==> src/rtl/iref_seq.sv <==
// iref_seq: power-up / settle / charge / refresh sequencer for the
// current-reference macro, with a 4-word CPU register file.
// Ports: clk, rst (async, active-high); CPU bus valid/address/wdata/wstrb
// -> rdata/ready (registered, one-cycle ack); macro controls pd, charge;
// status ref_ok to analog consumers; irq (reference-valid interrupt).
// Optional feature macro: IREF_SEQ_IRQ_EN enables the irq_flag / irq path.
// Registers: 0 CTRL{refresh_en,enable}, 1 CHARGE_LEN[15:0],
// 2 REFRESH_PER[23:0], 3 STATUS{irq_flag,state[1:0],ref_ok} (write clears flag).
module iref_seq #(
  parameter int ADDR_W     = 2,
  parameter int DATA_W     = 32,
  parameter int SETTLE_CYC = 64
) (
  input  logic              clk,
  input  logic              rst,
  input  logic              valid,
  input  logic [ADDR_W-1:0] address,
  input  logic [DATA_W-1:0] wdata,
  input  logic              wstrb,
  output logic [DATA_W-1:0] rdata,
  output logic              ready,
  output logic              pd,
  output logic              charge,
  output logic              ref_ok,
  output logic              irq
);

  typedef enum logic [1:0] {
    OFF    = 2'd0,
    SETTLE = 2'd1,
    CHARGE = 2'd2,
    HOLD   = 2'd3
  } state_e;

  localparam logic [23:0] SETTLE_LD = 24'(SETTLE_CYC - 1);

  state_e            state_q, state_d;
  logic [23:0]       cnt_q, cnt_d;
  logic              arm_q, arm_d;
  logic [1:0]        ctrl_q;
  logic [15:0]       len_q;
  logic [23:0]       per_q;
  logic              ready_q;
  logic [DATA_W-1:0] rdata_q, rd_d;
  logic              pd_q, charge_q, ref_ok_q;
  logic              flag_rd;
  logic              acc, wr, rd;
  logic              cnt_zero;
  logic [23:0]       len_ld;
  logic [1:0]        sel;
  logic              unused_wdata;

  // A request is taken only while no ack is pending, so a
  // held valid is never accepted twice.
  assign acc = valid && !ready_q;
  assign wr  = acc && wstrb;
  assign rd  = acc && !wstrb;
  assign sel = address[1:0];

  assign unused_wdata = ^wdata[DATA_W-1:24];

  assign cnt_zero = (cnt_q == 24'd0);
  assign len_ld   = (len_q == 16'd0) ? 24'd0
                                     : {8'd0, len_q - 16'd1};

  always_ff @(posedge clk or posedge rst) begin
    if (rst) begin
      ctrl_q  <= 2'd0;
      len_q   <= 16'd16;
      per_q   <= 24'd0;
      ready_q <= 1'b0;
      rdata_q <= '0;
    end else begin
      ready_q <= acc;
      if (wr) begin
        case (sel)
          2'd0:    ctrl_q <= wdata[1:0];
          2'd1:    len_q  <= wdata[15:0];
          2'd2:    per_q  <= wdata[23:0];
          default: ;
        endcase
      end
      if (rd) rdata_q <= rd_d;
    end
  end

  always_comb begin
    rd_d = '0;
    case (sel)
      2'd0:    rd_d[1:0]  = ctrl_q;
      2'd1:    rd_d[15:0] = len_q;
      2'd2:    rd_d[23:0] = per_q;
      default: rd_d[3:0]  = {flag_rd, state_q, ref_ok_q};
    endcase
  end

  // Clearing enable overrides any counter expiry.
  always_comb begin
    state_d = state_q;
    cnt_d   = cnt_q;
    arm_d   = arm_q;
    if (!ctrl_q[0]) begin
      state_d = OFF;
      cnt_d   = '0;
      arm_d   = 1'b0;
    end else begin
      unique case (state_q)
        OFF: begin
          state_d = SETTLE;
          cnt_d   = SETTLE_LD;
        end
        SETTLE: begin
          if (cnt_zero) begin
            state_d = CHARGE;
            cnt_d   = len_ld;
          end else begin
            cnt_d = cnt_q - 24'd1;
          end
        end
        CHARGE: begin
          if (cnt_zero) begin
            state_d = HOLD;
            arm_d   = ctrl_q[1] && (per_q != 24'd0);
            cnt_d   = arm_d ? per_q - 24'd1 : 24'd0;
          end else begin
            cnt_d = cnt_q - 24'd1;
          end
        end
        HOLD: begin
          // arm_q records whether refresh was set up on entry
          if (arm_q) begin
            if (!cnt_zero) begin
              cnt_d = cnt_q - 24'd1;
            end else if (ctrl_q[1]) begin
              state_d = CHARGE;
              cnt_d   = len_ld;
            end else begin
              arm_d = 1'b0;
            end
          end
        end
      endcase
    end
  end

  always_ff @(posedge clk or posedge rst) begin
    if (rst) begin
      state_q  <= OFF;
      cnt_q    <= '0;
      arm_q    <= 1'b0;
      pd_q     <= 1'b1;
      charge_q <= 1'b0;
      ref_ok_q <= 1'b0;
    end else begin
      state_q  <= state_d;
      cnt_q    <= cnt_d;
      arm_q    <= arm_d;
      pd_q     <= (state_d == OFF);
      charge_q <= (state_d == CHARGE);
      // refresh CHARGE keeps ref_ok; only OFF drops it
      ref_ok_q <= (state_d == HOLD) ||
                  ((state_d == CHARGE) && ref_ok_q);
    end
  end

`ifdef IREF_SEQ_IRQ_EN
  logic flag_q, flag_set, flag_clr;

  // first HOLD entry after enable is the only one with ref_ok low
  assign flag_set = (state_d == HOLD) && !ref_ok_q;
  assign flag_clr = wr && (sel == 2'd3);

  always_ff @(posedge clk or posedge rst) begin
    if (rst) flag_q <= 1'b0;
    else if (flag_set) flag_q <= 1'b1;
    else if (flag_clr) flag_q <= 1'b0;
  end

  assign flag_rd = flag_q;
`else
  assign flag_rd = 1'b0;
`endif

  assign irq    = flag_rd;
  assign rdata  = rdata_q;
  assign ready  = ready_q;
  assign pd     = pd_q;
  assign charge = charge_q;
  assign ref_ok = ref_ok_q;

endmodule

==> config.mk <==
export PLATFORM = sky130hd
export DESIGN_NAME = iref_seq
export DESIGN_NICKNAME = d
export VERILOG_FILES = /design/src/rtl/iref_seq.sv
export SDC_FILE = /design/constraint.sdc
export NUM_CORES = 1
export LEC_CHECK = 0
export BUFFER_PORTS_ARGS = -buffer_cell sky130_fd_sc_hd__buf_2
export CORE_MARGIN = 2
export CORE_UTILIZATION = 25
export DETAILED_ROUTE_END_ITERATION = 8
export PLACE_DENSITY = 0.49
export SETUP_SLACK_MARGIN = 0.2
export SYNTH_ARGS = -nofsm -noshare
export SYNTH_HDL_FRONTEND = slang
export SYNTH_SLANG_ARGS = --single-unit
==> constraint.sdc <==
create_clock -name clk -period 3.3 [get_ports clk]
set_clock_uncertainty 0.15 [all_clocks]
set_input_delay 0 -clock clk [delete_from_list [all_inputs] [get_ports clk]]
set_output_delay 0 -clock clk [all_outputs]
set_load 0.005 [all_outputs]
# Yosys cells after proc, flatten, opt, wreduce, memory -nomap -nowiden
# Cells that the tools add are included.
[totals]
ff_bits = 97
latch_bits = 0
ram_bits = 0
mem_bits_ro = 0
in_bits = 38
output_inout_bits = 37
elab_cells = 70
memories = 0
[classes]
add_sub_neg = 3
mul = 0
div = 0
order_cmp = 0
eq_ne = 11
shift = 0
muxes = 26
bitwise_logic = 0
reduce_logical = 19
[ops]
columns = ["op", "count"]
rows = [
  ["2-to-1 mux 24 bit", 7],
  ["case mux 24 bit (4 select lines)", 1],
  ["subtractor 24 x 1 -> 24 bit, second input constant", 2],
  ["zero test 24 bit", 1],
  ["case mux 12 bit (2 select lines)", 1],
  ["nonzero test 24 bit", 1],
  ["zero test 16 bit", 1],
  ["2-to-1 mux 16 bit", 1],
  ["subtractor 16 x 1 -> 16 bit, second input constant", 1],
  ["2-to-1 mux 2 bit", 6],
  ["case mux 2 bit (3 select lines)", 2],
  ["== test 2 bit, second input constant", 5],
  ["AND reduction 2 bit", 5],
  ["2-to-1 mux 8 bit", 1],
  ["case mux 2 bit (4 select lines)", 1],
  ["zero test 2 bit", 3],
  ["inequality test 3 bit, second input constant", 2],
  ["logical AND 1 bit", 5],
  ["2-to-1 mux 1 bit", 5],
  ["== test 2 x 1 -> 1 bit, second input constant", 2],
  ["inequality test 4 bit, second input constant", 1],
  ["inequality test 3 x 1 -> 1 bit, second input constant", 1],
  ["zero test 1 bit", 2],
  ["case mux 1 bit (2 select lines)", 1],
  ["logical OR 1 bit", 1],
]

# Longest topological paths before layout
[logic_depth]
ltp_word = 8
depth_mapped = 10
mapped_depth_nobuf = 8

# Least setup slack after synthesis
# OpenSTA, ideal clock, no wires.
[synth_timing]
path_kind = "register to register"
startpoint = "register len_q[0]"
endpoint = "register cnt_q[12]"
setup_ps = 135
arrival_ps = 2226
required_ps = 3015
path_slack_ps = 789
stages_incl_launch_ff = 10
n_path_buf = 1
synth_period_minus_slack_ps = 2511
cell_sequence = "dfrtp_1 inv_1 ha_1 or3b_2 nand2b_1 clkbuf_1 or3_1 mux2i_1 a211oi_1 o41ai_1"
[synth_between]
elab_chain_cells = 7
word_cells_on_any_way = 9
cone_classes = "1 x add/sub; 7 x mux; 1 x reduce/logical"
[synth_lines]
columns = ["element", "line", "source"]
rows = [
  ["from (decl)", "41", "logic [15:0] len_q;"],
  ["from (signal assigned)", "78", "2'd1: len_q <= wdata[15:0];"],
  ["subtractor 16 x 1 -> 16 bit or zero test 16 bit (tied branches)", "64, 63", ""],
  ["2-to-1 mux 16 bit *", "63", "assign len_ld = (len_q == 16'd0) ? 24'd0"],
  ["2-to-1 mux 24 bit", "134", "end else if (ctrl_q[1]) begin"],
  ["2-to-1 mux 24 bit", "132", "if (!cnt_zero) begin"],
  ["2-to-1 mux 24 bit", "131", "if (arm_q) begin"],
  ["case mux 24 bit (4 select lines) *", "107", "unique case (state_q)"],
  ["2-to-1 mux 24 bit *", "102", "if (!ctrl_q[0]) begin"],
  ["to (signal assigned)", "156", "cnt_q <= cnt_d;"],
  ["to (decl)", "38", "logic [23:0] cnt_q, cnt_d;"],
]
# Mark *: on every way between the ends. The rest lies on a longest branch, timed or not. The select of a mux whose other input is x is not followed.
# A chain may end at the register's enable or synchronous reset.

# Worst setup path after layout
[layout_timing]
startpoint = "register cnt_q[18]"
endpoint = "register cnt_q[22]"
[layout_between]
elab_chain_cells = 5
word_cells_on_any_way = 10
cone_classes = "1 x add/sub; 1 x eq/ne; 6 x mux; 2 x reduce/logical"
[layout_lines]
columns = ["element", "line"]
rows = [
  ["subtractor 24 x 1 -> 24 bit or zero test 24 bit (tied branches)", "-"],
  ["2-to-1 mux 24 bit", "132"],
  ["2-to-1 mux 24 bit", "131"],
  ["case mux 24 bit (4 select lines)", "107"],
  ["2-to-1 mux 24 bit", "102"],
]
# Several ways; a longest one is shown, not always the timed one. The select of a mux whose other input is x is not followed.

==> flow_metrics.env <==
export IMPL_worstPathMaxFanout=8
export IMPL_post_synth_and_or_nand_nor_area_fraction=0.195
export IMPL_synth_fa_ha_area_frac=0.0173
export IMPL_diodes=0
export IMPL_cts_setup_buffers=0
export IMPL_status="finished, final reports clean"
export IMPL_dp_slack_ns=0.384
export IMPL_num_vias=5051
export IMPL_grt_pass1_wl_um=28200
export IMPL_yosysTopAreaCell="dfrtp_1"
export IMPL_slowest_delay_ns=0.56
export IMPL_cts_tree="done"
export IMPL_area_growth_pct=20.3
export IMPL_drc=0
export IMPL_met1_length_um=8570
export IMPL_r2r_start="cnt_q[18]$_DFFE_PP0P_"
export IMPL_startpoint_type="flop"
export IMPL_drive_gt1_frac=0.231
export IMPL_top_layer="met4"
export IMPL_cts_root_buf="clkbuf_16"
export IMPL_drtAntennaViolNets=0
export IMPL_end_kind="flop"
export IMPL_synth_xor_area_frac=0.0497
export IMPL_setup_slack_ns=0.397
export IMPL_routed_wl_um=17800
export IMPL_clk_latency_ns=0.36
export IMPL_hold_path_endpoint="rdata[3]$_DFFE_PP0P_"
export IMPL_ctsLongestPathBuffers=2
export IMPL_vdd_ir_drop_max_mv=0.330
export IMPL_drv_cap=0
export IMPL_die_h_um=156
export IMPL_numPortBuffers=57
export IMPL_avgSynthCellArea_um2=9.55
export IMPL_period_needed_ns=2.90
export IMPL_setup_tns_ns=0
export IMPL_die_w_um=156
export IMPL_synth_most_common_cell="dfrtp_1"
export IMPL_drtIter0Drc=340
export IMPL_synth_top_family_by_area="simple AND/OR/NAND/NOR gates"
export IMPL_synth_mux_area_frac=0.0871
export IMPL_cp_slowest_cell="or4_1"
export IMPL_ys_ff_latch=97
export IMPL_clk_pin_slew_ns=0.07
export IMPL_fp_row_count=55
export IMPL_required_ns=3.38
export IMPL_hp_start="address[0]"
export IMPL_hold_path_cell_count=3
export IMPL_start_util=0.255
export IMPL_synth_distinct_cells=71
export IMPL_core_um2=22700
export IMPL_finalHoldViolCount=0
export IMPL_grt_max_degree=84
export IMPL_track_usage=0.149
export IMPL_hold_path_class="in -> reg"
export IMPL_overflow=0
export IMPL_nets=734
export IMPL_critPathArrivalTime_ns=2.98
export IMPL_ys_seq_area_frac=0.420
export IMPL_ys_async_sr_fraction=1.00
export IMPL_tightest_slew_ns=1.12
export IMPL_period_share=0.880
export IMPL_leakagePower_nw=2.93
export IMPL_dieArea_um2=24400
export IMPL_power_density_nw_per_um2=680
export IMPL_fmax_mhz=345
export IMPL_routed_via_density=5.16
export IMPL_wl_per_cell_um=18.1
export IMPL_hpwl_um=13000
export IMPL_yosys_top_cells_area="dfrtp_1 (41%), mux2_2 (8.4%), nand2_1 (3.4%)"
export IMPL_rrSetupSlack_ns=0.40
export IMPL_synth_compound_area_share=0.183
export IMPL_path_class="reg -> reg"
export IMPL_rsz0062_at_grt="false"
export IMPL_ys_flop_type="dfrtp_1"
export IMPL_antenna_found_initial=0
export IMPL_route_met2_wl_um=8140
export IMPL_syn_inst=606
export IMPL_synth_top_cell_area_share=0.411
export IMPL_setup_viol=0
export IMPL_syn_area_um2=5790
export IMPL_r2r_worst_path_cells=7
export IMPL_ys_warnings_count=0
export IMPL_path_cells="or3_1 -> or4_1 -> nor2_1 -> buf_4 -> nor2_1 -> o2111ai_1 -> o211ai_1"
export IMPL_numCtsBuffers=9
export IMPL_final_max_slew_viol_count=0
export IMPL_globalplace_congestion=0.855
export IMPL_slew_headroom=0.251
export IMPL_dr_pass1_iters=4
export IMPL_synth_edff_count=0
export IMPL_wl_met3_um=709
export IMPL_synthTopCellsByCount="dfrtp_1 (95), nand2_1 (52), nor2_1 (47), mux2_2 (43), o21ai_0 (35)"
export IMPL_htree_levels=3
export IMPL_cpMostUsedCell="nor2_1"
export IMPL_cts_sinks=97
export IMPL_pin_count=75
export IMPL_grt_pass1_vias=4951
export IMPL_regToRegEndpoint="cnt_q[22]$_DFFE_PP0P_"
layer usage:
| metal | vias up | GRT usage |
|---|---|---|
| li1 | 2397 | - |
| met1 | 2493 | 0.208 |
| met2 | 138 | 0.235 |
| met3 | 23 | 0.0253 |
| met4 | 0 | 0.0467 |
| met5 | - | 0 |
cell families after synthesis:
group	after synthesis
buffers and inverters	56
adder cells (fa/ha/maj)	8
AO/OA/AOI/OAI	152
other	1
XOR/XNOR	32
multiplexers	45
AND/OR/NAND/NOR	215
flip-flops	97
layout make-up:
cell class	count	area [um^2]
Fill cell	2392	15700
Multi-Input combinational cell	461	3130
Sequential cell	97	2430
Timing Repair Buffer	104	703
Tap cell	285	357
Clock buffer	9	225
Clock inverter	7	61.3
Inverter	15	58.8
worst max-delay path: cells and delay by family, from the launching register on:
kind	cells	cell delay, ns
buffers and inverters	1	0.26
DFF	1	0.42
and+or+nand+nor	4	1.55
AOI/OAI and AO/OA	2	0.39
cell usage in the layout (no fill, tap or decap), types with 5 or more instances in the layout:
master,n
a21oi_1,24
a22o_1,12
a22oi_1,17
buf_2,57
buf_4,21
clkbuf_16,9
conb_1,9
dfrtp_1,95
dlygate4sd3_1,26
ha_1,8
inv_1,13
mux2_2,43
nand2_1,52
nand2b_1,7
nand3_1,14
nand4_1,6
nor2_1,47
nor2b_1,5
nor3_1,24
nor4_1,20
o211ai_1,7
o21a_1,5
o21ai_0,35
o22ai_1,6
o31ai_1,9
or3_1,6
or4_1,7
xnor2_1,16
xor2_1,15
how the worst max path moves through the flow:
stage | cells past startpoint | startpoint | slack [ns] | to
after floorplan | 1 | rst | 0.62 | arm_q$_DFFE_PP0P_
after global placement | 7 | cnt_q[18]$_DFFE_PP0P_ | 0.41 | cnt_q[22]$_DFFE_PP0P_
after detailed placement | 10 | cnt_q[0]$_DFFE_PP0P_ | 0.38 | cnt_q[15]$_DFFE_PP0P_
after CTS | 10 | cnt_q[0]$_DFFE_PP0P_ | 0.35 | cnt_q[15]$_DFFE_PP0P_
after global routing | 7 | cnt_q[18]$_DFFE_PP0P_ | 0.26 | cnt_q[22]$_DFFE_PP0P_
final | 7 | cnt_q[18]$_DFFE_PP0P_ | 0.40 | cnt_q[22]$_DFFE_PP0P_
repair_timing:
item | in CTS | in global routing
hold endpoints to repair | 123 | 0
hold buffers | 26 | 0
setup endpoints to repair | 0 | 4
resized for setup | 0 | 2
per-stage QoR:
step                      power [W]  instances   util  area [um^2]  hold slack [ns]
after floorplan             0.00300        614      -         5820         0.000452
after global placement      0.00365        936  0.282         6400           0.0835
after detailed placement    0.00366        936  0.282         6400           0.0873
after CTS                   0.00474        978  0.306         6950           0.0450
after global routing        0.00504        978  0.307         6960           0.0867
final                       0.00474        978  0.307         6960           0.0555
sequential cells by signal (all words and copies together), names as in the netlist:
signal / flops
arm_q: 1
len_q: 16
ready: 1
cnt_q: 24
ref_ok: 1
state_q: 2
ctrl_q: 2
pd: 1
rdata: 24
per_q: 24
charge: 1
power by group:
group          internal (W)  switching [W]  total, W
Combinational      0.000792        0.00106   0.00185
Clock              0.000527       0.000515   0.00104
Sequential          0.00144       0.000409   0.00185
Total               0.00276        0.00198   0.00474
(Power assumes the default switching activity.)
